$ cat src/rtl/wb_port_arbiter.sv
// wb_port_arbiter
// Two-port register-file writeback arbiter. It takes ALU and load-unit
// writeback requests and uses round-robin when both are valid. The winning
// request goes out as a registered RegFile write one cycle after its
// handshake.
//
// Optional feature: define WB_PORT_ARBITER_BYPASS_EN to add combinational
// forwarding of the in-flight write onto two register read ports.

module wb_port_arbiter (
  input  logic        clk,
  input  logic        rst,

  input  logic        alu_valid,
  input  logic [4:0]  alu_rd,
  input  logic [31:0] alu_data,
  output logic        alu_ready,

  input  logic        lsu_valid,
  input  logic [4:0]  lsu_rd,
  input  logic [31:0] lsu_data,
  output logic        lsu_ready,

  input  logic        hold,

  output logic [4:0]  RD,
  output logic [31:0] RD_DATA,
  output logic        reg_write_enable,
  output logic        last_grant
`ifdef WB_PORT_ARBITER_BYPASS_EN
  ,
  input  logic [4:0]  R1,
  input  logic [4:0]  R2,
  input  logic [31:0] R1_rf,
  input  logic [31:0] R2_rf,
  output logic [31:0] R1_fwd,
  output logic [31:0] R2_fwd
`endif
);

  logic        grant_alu;
  logic        grant_lsu;
  logic        handshake;
  logic [4:0]  win_rd;
  logic [31:0] win_data;

  // Grant decision: reset and hold block everything. A lone requester always
  // wins. When both request, the one that did not win last time goes first.
  always_comb begin
    grant_alu = 1'b0;
    grant_lsu = 1'b0;
    if (!rst && !hold) begin
      if (alu_valid && lsu_valid) begin
        grant_alu = last_grant;
        grant_lsu = !last_grant;
      end else begin
        grant_alu = alu_valid;
        grant_lsu = lsu_valid;
      end
    end
  end

  assign alu_ready = grant_alu;
  assign lsu_ready = grant_lsu;
  assign handshake = grant_alu | grant_lsu;

  // Select the winner's payload; only meaningful when handshake is high
  always_comb begin
    win_rd   = alu_rd;
    win_data = alu_data;
    if (grant_lsu) begin
      win_rd   = lsu_rd;
      win_data = lsu_data;
    end
  end

  // Register the accepted request as next cycle's RegFile write; x0 is accepted but never written
  always_ff @(posedge clk) begin
    if (rst) begin
      RD               <= 5'd0;
      RD_DATA          <= 32'd0;
      reg_write_enable <= 1'b0;
      last_grant       <= 1'b1;
    end else if (handshake) begin
      RD               <= win_rd;
      RD_DATA          <= win_data;
      reg_write_enable <= (win_rd != 5'd0);
      last_grant       <= grant_lsu;
    end else begin
      reg_write_enable <= 1'b0;
    end
  end

`ifdef WB_PORT_ARBITER_BYPASS_EN
  // Forward the write being presented this cycle onto matching read ports (never for x0)
  always_comb begin
    R1_fwd = R1_rf;
    R2_fwd = R2_rf;
    if (reg_write_enable && (RD == R1) && (R1 != 5'd0)) begin
      R1_fwd = RD_DATA;
    end
    if (reg_write_enable && (RD == R2) && (R2 != 5'd0)) begin
      R2_fwd = RD_DATA;
    end
  end
`endif

`ifndef SYNTHESIS
  // The grant must never go to both requesters at once
  a_one_ready: assert property (@(posedge clk) !(alu_ready && lsu_ready));

  // A requester that is waiting must keep its request stable until it is granted
  a_alu_stable: assert property (@(posedge clk)
    (!rst && alu_valid && !alu_ready) |=>
      (rst || (alu_valid && $stable(alu_rd) && $stable(alu_data))));

  a_lsu_stable: assert property (@(posedge clk)
    (!rst && lsu_valid && !lsu_ready) |=>
      (rst || (lsu_valid && $stable(lsu_rd) && $stable(lsu_data))));
`endif

endmodule

$ cat config.mk
export PLATFORM = sky130hd
export DESIGN_NAME = wb_port_arbiter
export DESIGN_NICKNAME = d
export VERILOG_FILES = /design/src/rtl/wb_port_arbiter.sv
export SDC_FILE = /design/constraint.sdc
export NUM_CORES = 1
export LEC_CHECK = 0
export CELL_PAD_IN_SITES_DETAIL_PLACEMENT = 1
export CELL_PAD_IN_SITES_GLOBAL_PLACEMENT = 1
export CORE_AREA = 3 3 93 95
export DETAILED_ROUTE_END_ITERATION = 10
export DIE_AREA = 0 0 96 98
export GPL_ROUTABILITY_DRIVEN = 0
export PLACE_DENSITY = 0.82
export SLEW_MARGIN = 40
export SYNTH_ARGS = -nofsm -noshare
export SYNTH_HDL_FRONTEND = slang
export SYNTH_SLANG_ARGS = --single-unit
export TNS_END_PERCENT = 5
$ cat constraint.sdc
create_clock -name clk -period 2 [get_ports clk]
set_input_delay 0.5 -clock clk [delete_from_list [all_inputs] [get_ports clk]]
set_output_delay 0.5 -clock clk [all_outputs]
set_load 0.02 [all_outputs]
Yosys cells after proc, flatten, opt, wreduce, memory -nomap -nowiden
Index checks and enable logic that the tools add are counted.
{"block": "totals", "regBits": 39, "in_bits": 79, "output_inout_bits": 41, "wordCells": 19}
{"block": "classes", "mux": 6, "n_bitwise": 2, "reduce_logical": 7}
{"operator": "32-bit two-way mux", "n": 1}
{"operator": "5-bit two-way mux", "n": 1}
{"operator": "5-bit nonzero test", "n": 1}
{"operator": "1-bit two-way mux", "n": 4}
{"operator": "1-bit zero test", "n": 3}
{"operator": "1-bit logical AND", "n": 2}
{"operator": "2-bit OR reduction", "n": 1}
{"operator": "1-bit NOT", "n": 1}
{"operator": "1-bit OR", "n": 1}

Longest topological paths before layout
Gate-level depths: netlist of run 1.
{"block": "depth", "depth_word": 6, "mapped_depth": 5, "depth_no_buf": 3}

Least setup slack after synthesis of run 1
No wires, ideal clock.
{"block": "synth_timing", "path_type": "input -> output", "startpoint": "input port lsu_valid", "endpoint": "output port alu_ready", "arrival_ns": 1.393, "required_ns": 1.500, "setup_slack_ns": 0.107, "cell_stages": 4, "path_buffers": 1, "cell_sequence": "inv_1 clkbuf_1 o21ai_0 nor3_1"}
{"block": "synth_between", "elab_chain_cells": 3}
{"item": "start: declaration", "line": "19", "source": "input logic lsu_valid,"}
{"item": "1-bit logical AND", "line": "53", "source": "if (alu_valid && lsu_valid) begin"}
{"item": "1-bit two-way mux", "line": "53"}
{"item": "1-bit two-way mux", "line": "52", "source": "if (!rst && !hold) begin"}
{"item": "end: declaration", "line": "17", "source": "output logic alu_ready,"}
Every way passes these cells.

Worst setup path in the final report of run 1
{"block": "layout_timing", "startpoint": "register last_grant", "endpoint": "output port last_grant"}
{"item": "start: declaration", "line": "29", "source": "output logic last_grant"}
{"item": "start signal: assignment", "line": "88", "source": "last_grant <= grant_lsu;"}
No word-level cell between the ends.

==> metrics, run 1 <==
slowest stage delay, CP 0.63 ns; M3 GR Usage 3.78%; area delta synth->final 77.1%; MaxCap Viol Count 0; CP cell instances buf_4 > clkdlybuf4s50_1; Final Hold Fails 0; core region area 7810 sq um; H-tree depth 2; DR vias/cell 5.48; Synth area leader dfxtp_1; Worst-path clk slew 0.08 ns; clock skew 0.00293 ns; Yosys top cell area share 39.8%; Mapped Area 1960 sq um; Slew Limit Headroom 73.1%; post-synthesis cell type count 20; flop2flop setup slack 0.29 ns; final wirelength 8270 microns; vias in the first global route 2518; fin crit share 95.4%; status finished, final reports clean; Setup WS post-layout 0.0927 ns; Critical path origin last_grant$_SDFFE_PP1P_; NumNets Final 429; Mapped Cells 238; top-level I/O count 120; Rows 32; initial antenna violation count 0; Die W 96 microns; top_reg_cell synth dfxtp_1; pin count of the biggest net entering global routing 42; Num CTS Buffers 5; Worst Reg-to-Reg Cells 4; unrepaired setup endpoints after global routing false; critical path class register to output pin; PortBufs 119; Seq/Total Area, Yosys 39.8%; most frequent cell after synthesis dfxtp_1; Worst IR Drop VDD 0.234 mV; Seq cells post-synth 39; first-pass GRT wire length 12800 microns; Min-Delay Path Class register to register; Vias 2476; die area 9410 sq um; Clk Latency, worst-skew pair 0.28 ns; Seq. cell area 781 sq um; Post-synth top cells dfxtp_1, a21oi_1, a311oi_1, nand4_1, o21ai_0; syn_nets 317; top post-synthesis cells by area dfxtp_1, a311oi_1, nand4_1; Clock Sink Count 39; Antenna Violating Nets Remaining 0; CP endpoint last_grant; Setup WS pre-CTS -0.588 ns; share of cells above drive strength 1 9.43%; total track usage 16.7%; Clock Tree Buf Depth 2; setup violators final 0; # fillers 900; Setup crit end kind output pin; Avg WL per Cell 18.3 microns; WP buf/inv 2; DP Area 3340 sq um; number of DRC markers in iteration 0 77; reg-to-reg startpoint last_grant$_SDFFE_PP1P_; Multi-input gate area 1040 sq um; Finished Layout Cells 452; Die Y 98 microns; crit-path max FO 5; final core utilization 44.5%; worst path required time 1.50 ns; Post-synth EDFFs 0; drt first pass iters 4; asr flop ratio synth 0%; final slew viol count 0; P_leak 1.12 nW; met1 Track Usage GR 20.8%; Max stage delay cell, worst path clkdlybuf4s50_1; gr busiest metal met2; arrival time at the worst endpoint 1.41 ns; minimum clock period 1.91 ns; CTS tree done; synth warn 0; startpoint types register; CP delay by family, top buffers and inverters; pwr dens 608 nW/um^2; worst slew pin tran 0.404 ns; met2 usage in global routing 29.5%; reg2reg end reg_write_enable$_SDFF_PP0_; root buf cell clkbuf_8; Design Area, Final 3470 sq um; GRT overflow 0; Worst path depth 2; ant diodes 0; post-DP HPWL 5870 microns; DRC 0; Post-Syn Area per Cell 8.23 sq um; Post-Place Cells 444; FMAX 524 MHz; initial core utilization 25.1%
## tightest hold or removal path, stage by stage (launching register included)
cell and delay (ns):
dfxtp_1 0.31, a21oi_1 0.11, a311oi_1 0.05
## layout by cell type, fill, tap and decap left out, drive strengths merged
cell type      instances
or4                    3
nand2b                 1
and2                   1
a221o                  1
a211o                  1
clkbuf                 6
o21ai                 38
bufinv                 1
nand2                  1
clkdlybuf4s50        113
a21oi                 37
or2                    1
dfxtp                 39
inv                    1
o311a                  1
dlymetal6s2s           1
dlygate4sd2            2
nor3                   1
buf                   24
nand4                 37
a311oi                37
nor2                   3
## flip-flops by register name, indices dropped and copies added (netlist names)
signal            count
last_grant            1
reg_write_enable      1
RD_DATA              32
RD                    5
## cells by family after synthesis
| kind of cell | after synthesis | share of synthesized area [%] |
|---|---|---|
| AO/OA/AOI/OAI | 115 | 37.2 |
| flip-flops | 39 | 39.8 |
| buffers and inverters | 36 | 8.05 |
| AND/OR/NAND/NOR | 48 | 14.9 |
## worst min-delay path by stage
stage | startpoint | end | slack [ns] | cells after the start
2_1_floorplan | RD[0]$_SDFFE_PP0P_ | RD[0]$_SDFFE_PP0P_ | 0.58 | 2
5_1_grt | RD_DATA[5]$_SDFFE_PP0P_ | RD_DATA[5]$_SDFFE_PP0P_ | 0.54 | 2
6_report | RD_DATA[6]$_SDFFE_PP0P_ | RD_DATA[6]$_SDFFE_PP0P_ | 0.52 | 2
3_5_place_dp | RD_DATA[6]$_SDFFE_PP0P_ | RD_DATA[6]$_SDFFE_PP0P_ | 0.51 | 2
4_1_cts | RD_DATA[20]$_SDFFE_PP0P_ | RD_DATA[20]$_SDFFE_PP0P_ | 0.52 | 2
3_3_place_gp | RD_DATA[6]$_SDFFE_PP0P_ | RD_DATA[6]$_SDFFE_PP0P_ | 0.50 | 2
## repair_timing
| action | in CTS | in global routing |
|---|---|---|
| hold buffers | 0 | 0 |
| pin swaps | 2 | 2 |
| gates resized for setup | 20 | 2 |
| setup buffers | 1 | 0 |
| endpoints found under the hold margin | 0 | 0 |
| setup endpoints to repair | 27 | 2 |
## metal layers
layer / routed length (microns) / vias up
met1: 3540 / 1208
li1: - / 1182
met2: 4190 / 86
met4: 0 / 0
met5: 0 / -
met3: 535 / 0
## through the flow
step	TNS, ns	total power, mW	hold slack (ns)
floorplan	0	1.13	0.584
global placement	-11.54	1.47	0.503
detailed placement	-13.42	1.49	0.513
CTS	0	2.13	0.523
global route	0	2.22	0.542
finish	0	2.11	0.519
## area by class of cell
cell class	count	area share [%]
Clock buffer	6	2.09
Timing Repair Buffer	140	40.9
Sequential cell	39	22.5
Inverter	1	0.108
Clock inverter	1	0.865
Tap cell	102	3.68
Multi-Input combinational cell	163	29.8
## power by group
| part | internal (mW) | switching (mW) |
|---|---|---|
| logic | 0.323 | 0.296 |
| clock network | 0.366 | 0.271 |
| registers | 0.827 | 0.0274 |
(Power assumes the default switching activity.)
==> run 2, diff against run 1 <==
--- a/config.mk
+++ b/config.mk
@@ -8,6 +8,7 @@
 export CELL_PAD_IN_SITES_DETAIL_PLACEMENT = 1
 export CELL_PAD_IN_SITES_GLOBAL_PLACEMENT = 1
 export CORE_AREA = 3 3 93 95
+export CTS_CLUSTER_DIAMETER = 80
 export DETAILED_ROUTE_END_ITERATION = 10
 export DIE_AREA = 0 0 96 98
 export GPL_ROUTABILITY_DRIVEN = 0
==> results of run 2 <==
Final layout, timing and power as in run 1 (identical DEF).
